### src/rtl/spi_pkg.sv
// Shared types and default widths for the SPI frame slave.
// The frame layout is operation code first, then num2, then num1, all MSB-first.
package spi_pkg;

    typedef enum logic {
        IDLE  = 1'b0,
        SHIFT = 1'b1
    } state_t;

    localparam int unsigned OPA_W_DEF  = 4;
    localparam int unsigned OPB_W_DEF  = 4;
    localparam int unsigned OP_W_DEF   = 2;
    localparam int unsigned RESP_W_DEF = 8;
    localparam int unsigned FCNT_W     = 8;

endpackage

### src/rtl/spi_shift_reg.sv
// Serial-in / parallel-out left shifter with synchronous parallel load.
// Shifts or loads only on clock edges where en is high.
module spi_shift_reg #(
    parameter int unsigned W = 8
) (
    input  logic         clk,
    input  logic         rst,
    input  logic         en,
    input  logic         load,
    input  logic [W-1:0] load_val,
    input  logic         din,
    output logic [W-1:0] q
);

    always_ff @(posedge clk or posedge rst) begin
        if (rst) begin
            q <= '0;
        end else if (en) begin
            if (load) begin
                q <= load_val;
            end else begin
                q <= {q[W-2:0], din};
            end
        end
    end

endmodule

### src/rtl/spi_frame_slave.sv
// SPI slave clocked by sclk: receives an op/num2/num1 frame, returns a response on MISO,
// and publishes the decoded fields only when a whole frame has been received.
module spi_frame_slave
    import spi_pkg::*;
#(
    parameter int unsigned OPA_W  = OPA_W_DEF,
    parameter int unsigned OPB_W  = OPB_W_DEF,
    parameter int unsigned OP_W   = OP_W_DEF,
    parameter int unsigned RESP_W = RESP_W_DEF
) (
    input  logic              sclk,
    input  logic              rst,
    input  logic              SS,
    input  logic              MOSI,
    input  logic [RESP_W-1:0] resp_data,
    output logic              MISO,
    output logic [OPA_W-1:0]  num1,
    output logic [OPB_W-1:0]  num2,
    output logic [OP_W-1:0]   operacion,
    output logic              frame_valid,
    output logic              frame_err,
    output logic [FCNT_W-1:0] frame_cnt,
    output logic              busy
);

    localparam int unsigned FRAME_W = OPA_W + OPB_W + OP_W;
    localparam int unsigned CNT_W   = $clog2(FRAME_W);

    state_t               state;
    logic [CNT_W-1:0]     bit_cnt;
    logic [FRAME_W-1:0]   rx_q;
    logic [FRAME_W-1:0]   resp_q;
    logic [FRAME_W-1:0]   resp_load;
    logic [FRAME_W-1:0]   frame_word;
    logic                 unused_bits;

    // Response word left-aligned into the frame: pad LSBs or keep only the top bits
    generate
        if (RESP_W >= FRAME_W) begin : g_resp_trunc
            logic unused_resp;
            assign resp_load = resp_data[RESP_W-1 -: FRAME_W];
            if (RESP_W > FRAME_W) begin : g_resp_drop
                assign unused_resp = &{1'b0, resp_data[RESP_W-FRAME_W-1:0]};
            end else begin : g_resp_exact
                assign unused_resp = 1'b0;
            end
        end else begin : g_resp_pad
            assign resp_load = {resp_data, (FRAME_W-RESP_W)'(0)};
        end
    endgenerate

    spi_shift_reg #(.W(FRAME_W)) u_rx_sr (
        .clk      (sclk),
        .rst      (rst),
        .en       (SS),
        .load     (1'b0),
        .load_val ('0),
        .din      (MOSI),
        .q        (rx_q)
    );

    spi_shift_reg #(.W(FRAME_W)) u_resp_sr (
        .clk      (sclk),
        .rst      (rst),
        .en       (SS),
        .load     (state == IDLE),
        .load_val (resp_load),
        .din      (1'b0),
        .q        (resp_q)
    );

    // The completing bit arrives on MOSI during the final edge, so decode from the next value
    assign frame_word  = {rx_q[FRAME_W-2:0], MOSI};
    assign MISO        = SS & resp_q[FRAME_W-1];
    assign unused_bits = &{1'b0, rx_q[FRAME_W-1], resp_q[FRAME_W-2:0]};

    always_ff @(posedge sclk or posedge rst) begin
        if (rst) begin
            state       <= IDLE;
            bit_cnt     <= '0;
            num1        <= '0;
            num2        <= '0;
            operacion   <= '0;
            frame_valid <= 1'b0;
            frame_err   <= 1'b0;
            frame_cnt   <= '0;
            busy        <= 1'b0;
        end else begin
            frame_valid <= 1'b0;
            if (SS) begin
                if (bit_cnt == CNT_W'(FRAME_W - 1)) begin
                    operacion   <= frame_word[FRAME_W-1 -: OP_W];
                    num2        <= frame_word[OPA_W+OPB_W-1 -: OPB_W];
                    num1        <= frame_word[OPA_W-1:0];
                    frame_valid <= 1'b1;
                    frame_cnt   <= frame_cnt + FCNT_W'(1);
                    frame_err   <= 1'b0;
                    bit_cnt     <= '0;
                    state       <= IDLE;
                    busy        <= 1'b0;
                end else begin
                    bit_cnt <= bit_cnt + CNT_W'(1);
                    state   <= SHIFT;
                    busy    <= 1'b1;
                end
            end else if (state == SHIFT) begin
                // SS dropped mid-frame: drop the partial frame, keep published outputs
                bit_cnt   <= '0;
                state     <= IDLE;
                busy      <= 1'b0;
                frame_err <= 1'b1;
            end
        end
    end

endmodule

### config.mk
export PLATFORM = sky130hd
export DESIGN_NAME = spi_frame_slave
export DESIGN_NICKNAME = d
export VERILOG_FILES = /design/src/rtl/spi_pkg.sv /design/src/rtl/spi_shift_reg.sv /design/src/rtl/spi_frame_slave.sv
export SDC_FILE = /design/constraint.sdc
export NUM_CORES = 1
export LEC_CHECK = 0
export ABC_AREA = 1
export CAP_MARGIN = 15
export CORE_MARGIN = 2
export CORE_UTILIZATION = 25
export DETAILED_ROUTE_END_ITERATION = 6
export PLACE_DENSITY = 0.47
export SLEW_MARGIN = 20
export SYNTH_ARGS = -nofsm -noshare
export SYNTH_HDL_FRONTEND = slang
export SYNTH_SLANG_ARGS = --single-unit
### constraint.sdc
create_clock -name sclk -period 1.62 [get_ports sclk]
set_input_delay 0.162 -clock sclk [delete_from_list [all_inputs] [get_ports sclk]]
set_output_delay 0.162 -clock sclk [all_outputs]
set_load 0.02 [all_outputs]
## After elaboration in Yosys (flattened, before gate mapping)

Cells that the tools add are included.

| operators by class | value |
|---|---|
| add/sub/neg operators | 2 |
| eq/ne operators | 2 |
| mux-type cells | 13 |
| bitwise gates (word level) | 1 |
| reductions and logical operators | 3 |

Operator list:

| kind | number |
|---|---|
| $mux W4 | 3 |
| $mux W10 | 1 |
| $mux W1 | 9 |
| $add A8 B1 Y8 const B | 1 |
| $add A4 B1 Y4 const B | 1 |
| $eq A4 B4 Y1 const B | 1 |
| $reduce_and A2 Y1 | 2 |
| $ne A2 B1 Y1 const B | 1 |
| $reduce_bool A2 Y1 | 1 |
| $and A1 B1 Y1 | 1 |

| word-level totals | value |
|---|---|
| register bits | 45 |
| bits of input ports | 12 |
| output and inout port bits | 22 |
| word-level logic and storage cells | 32 |

## Depth between registers and ports, before layout

| depth | value |
|---|---|
| depth in word-level cells | 3 |
| mapped depth | 7 |

## Modules after synthesis

A second synthesis with hierarchy kept.

| unflattened totals | value |
|---|---|
| cell total of the unflattened synthesis | 299 |
| area, all modules | 2250.9 um2 |

Modules (own cells, without submodules):

| module | times used | cells an instance | area an instance (um2) |
|---|---|---|---|
| spi_frame_slave | 1 | 129 | 1139.8 |
| spi_shift_reg | 2 | 85 | 555.5 |

## Worst setup path before layout

OpenSTA, ideal clock, no wires.

| timing | value |
|---|---|
| kind | flip-flop to flip-flop |
| from | register bit_cnt[1] |
| to | register frame_err |
| library setup time | 0.122 ns |
| arrival time | 1.131 ns |
| required time | 1.498 ns |
| path slack | 0.367 ns |
| cell stages (with the launch flop) | 7 |
| path buffers | 1 |
| period minus slack after synthesis | 1.253 ns |
| cells stage by stage | dfrtp_1 -> inv_1 -> ha_1 -> nand4_4 -> buf_6 -> nand2_1 -> o21ai_1 |

| on the way | value |
|---|---|
| longest elaborated chain between the ends | 3 |

RTL lines:

| what | RTL line | source |
|---|---|---|
| from (decl) | spi_frame_slave.sv:30 | `logic [CNT_W-1:0] bit_cnt;` |
| from (signal assigned) | spi_frame_slave.sv:102 | `bit_cnt <= bit_cnt + CNT_W'(1);` |
| $eq A4 B4 Y1 | spi_frame_slave.sv:91 | `if (bit_cnt == CNT_W'(FRAME_W - 1)) begin` |
| $ne A2 B1 Y1 (no line) | - |  |
| $reduce_and A2 Y1 (no line) | - |  |
| to (signal assigned) | spi_frame_slave.sv:85 | `frame_err <= 1'b0;` |
| to (signal assigned) | spi_frame_slave.sv:97 | `frame_err <= 1'b0;` |
| to (signal assigned) | spi_frame_slave.sv:111 | `frame_err <= 1'b1;` |
| to (decl) | spi_frame_slave.sv:21 | `output logic frame_err,` |

Every way passes these cells.
A chain may end at the register's enable or synchronous reset.

## Final worst setup path

| timing | value |
|---|---|
| from | input port SS |
| to | output port MISO |

| on the way | value |
|---|---|
| longest elaborated chain between the ends | 1 |

RTL lines:

| what | RTL line | source |
|---|---|---|
| from (decl) | spi_frame_slave.sv:13 | `input logic SS,` |
| $and A1 B1 Y1 | spi_frame_slave.sv:74 | `assign MISO = SS & resp_q[FRAME_W-1];` |
| to (decl) | spi_frame_slave.sv:16 | `output logic MISO,` |

Every way passes these cells.

==> metrics.md <==
| Metric | Value |
|---|---|
| Max-cap violations | `0` |
| Startpoint types | `input port` |
| Net count after synthesis | `209` |
| Post-CTS Setup Repair Bufs | `0` |
| Top-count cell post-synth | `nand2_1` |
| Clk buf depth | `2` |
| Post-synthesis register bit count | `43` |
| Unrepaired setup endpoints after global routing | `false` |
| Num Clock Sinks | `43` |
| Slew at the pin closest to its max-slew limit | `between 0.3 and 0.4 ns` |
| Post-synth top area share | `0.576` |
| Status | `finished, final reports clean` |
| Max Clock Skew | `between 0.007 and 0.008 ns` |
| Fmax | `648 MHz` |
| Clock root cell | `clkbuf_8` |
| Synth Area in Compound Gates | `0.118` |
| Slew headroom | `0.794` |
| Final min period | `about 1.5 ns` |
| Area Overhead vs Synth | `30.1%` |
| Peak supply drop | `~0.00032 V` |
| Post-synthesis adder-cell area fraction | `0.0201` |
| WS Path Type | `in2out` |
| Post-CTS Hold Buffers | `0` |
| Setup Viol. Count Final | `0` |
| Setup TNS | `0 ns` |
| Largest area contributor in the synthesized netlist | `dfrtp_1` |
| Post-Synth Simple-Gate Area | `0.190` |
| Max Transition Viols Final | `0` |
| Vias in the first global route | `between 1,000 and 1,500` |
| Combinational family with the most area after synthesis | `simple AND/OR/NAND/NOR gates` |
| Die span in x | `a little over 90 um` |
| Total global-route track usage | `0.0947` |
| TritonCTS buffer count | `5` |
| Routed WL | `3.61 mm` |
| Initial Utilization | `0.258` |
| Fraction of layout cells with a size suffix above 1 | `0.165` |
| Total congestion overflow | `0` |
| WL/cell | `10.8 um` |
| R2r setup slk | `~0.27 ns` |
| Arr. time, crit path | `between 1 and 1.5 ns` |
| Final GP Congestion | `approximately 0.7` |
| Final hold violation count | `0` |
| Register area share after synthesis | `0.576` |
| Port Buffers | `33` |
| Top_reg_cell synth | `dfrtp_1` |
| Final #Nets | `about 250` |
| Ys async rst share | `1.00` |
| P per Cell Area | `1020 nW/um2` |
| Distinct cell type count after synthesis | `23` |
| Area contributors post-synth | `dfrtp_1 (58%), nand2_1 (9.8%), o21ai_0 (6.7%)` |
| Synth top cells by count | `nand2_1 (49), dfrtp_1 (43), o21ai_0 (25), inv_1 (18)` |
| Syn avg cell area | `around 9.6 um2` |
| Via count | `1,380` |
| Synth Warn # | `0` |
| CTS tree | `built` |
| Initial DRC Count | `55` |
| Antenna Cells | `0` |
| Clock Pin Slew Worst Setup and Hold Paths | `approximately 0.08 ns` |
| Core Rows | `31` |
| CP Capture Type | `output port` |
| Clk_lat worst skew | `around 0.3 ns` |
| Post-Syn Area | `1870 um2` |
| Final Cycle Share | `0.953` |
| DR pass1 iterations | `4` |
| Die Y-Extent | `around 90 um` |
| Initial antenna violation count | `0` |
| Post-CTS Resized | `0` |
| Pin count of the biggest net entering global routing | `44` |
| Via-to-Cell Ratio | `4.11` |
| Number of synthesized flops with an enable pin | `0` |
| I/O Pins | `34` |
| Die ar. | `~8200 um2` |
| First-pass GRT wire length | `6.33 mm` |
| Antenna viol nets, final | `0` |
| Core area | `between 7000 and 8000 um2` |
| XOR/XNOR share of the synthesized area | `0.0281` |
| H-tree levels | `2` |
| HP Class | `in2async` |
| Required @ worst endpoint | `approximately 1.5 ns` |
| Worst hold slack | `roughly 0.20 ns` |
| Mux cell area share after synthesis | `0` |
| Residual DRC | `0` |
| Dpl hpwl | `around 2.5 mm` |
| Leak | `about 1.1 nW` |
| Crit path max fanout | `2` |
| Synth Instances | `slightly below 200` |
==> where the power goes <==
part / internal [mW] / total [mW] / switching (mW)
registers: 1.21 / 1.30 / 0.0932
logic: 0.239 / 0.502 / 0.263
clock network: 0.302 / 0.675 / 0.373
total: 1.75 / 2.48 / 0.729
==> critical path, cell delays in order <==
cell and delay (ns):
clkdlybuf4s50_1 0.52, nand2_1 0.07, inv_1 0.05, clkdlybuf4s50_1 0.59
==> kinds of logic (layout without fill, tap and decap cells) <==
group                    count (synthesis)  after routing
AO/OA/AOI/OAI                           37             37
adder cells (fa/ha/maj)                  3              3
flip-flops                              43             43
buffers and inverters                   27             70
AND/OR/NAND/NOR                         78             78
XOR/XNOR                                 6              6
==> per-layer routing <==
metal	global-route usage	vias to the layer above	part of all wire
met1	0.112	649	0.49
met5	0	-	0
met3	0.0284	8	0.049
met2	0.157	25	0.45
li1	-	698	-
met4	0.0462	0	0.020
==> cell usage in the layout (no fill, tap or decap), types with 2 or more instances in the layout <==
master and count:
nand2_1 49, dfrtp_1 43, clkdlybuf4s50_1 33, o21ai_0 25, inv_1 17, nor2_1 9
o21ai_2 9, nand2_2 7, nand3_1 6, buf_4 6, clkbuf_8 5, xor2_1 4
inv_2 3, nor2_2 3, ha_1 3, clkinv_2 2, o22ai_1 2, xnor2_1 2
==> worst paths after layout <==
path,to,cells past startpoint,startpoint
setup / recovery,MISO,4,SS
hold / removal,frame_valid$_DFF_PP0_,3,rst
setup reg to reg,num1[3]$_DFFE_PP0P_,5,bit_cnt[0]$_DFFE_PP0P_
hold reg to reg,num1[0]$_DFFE_PP0P_,2,num1[0]$_DFFE_PP0P_
max in group asynchronous,frame_cnt[3]$_DFFE_PP0P_,3,rst
min in group sclk,u_resp_sr.q[2]$_DFFE_PP0P_,3,resp_data[0]
==> registers in the layout, indices dropped and copies added, names as in the netlist <==
| name | cells |
|---|---|
| u_rx_sr.q | 9 |
| frame_cnt | 8 |
| u_resp_sr.q | 8 |
| bit_cnt | 4 |
| num1 | 4 |
| num2 | 4 |
| operacion | 2 |
| busy | 1 |
| frame_err | 1 |
| frame_valid | 1 |
| state | 1 |
==> cell type report <==
cell class                      count  area, um2
Fill cell                         774       4820
Clock buffer                        6       72.6
Timing Repair Buffer               40        395
Clock inverter                      2       12.5
Multi-Input combinational cell    124        667
Sequential cell                    43       1080
Inverter                           22       83.8
Tap cell                           99        124
==> stage by stage <==
stage           util  setup WS, ns  power [mW]  cell area [um2]  cells
3_3_place_gp   0.323        0.0515        1.83             2350    328
2_1_floorplan      -         0.367        1.61             1870    194
3_5_place_dp   0.323        0.0556        1.83             2350    328
5_1_grt        0.335        0.0188        2.62             2430    336
6_report       0.335        0.0768        2.48             2430    336
4_1_cts        0.335        0.0548        2.52             2430    336
No activity file was read; power rests on OpenSTA's default activity.
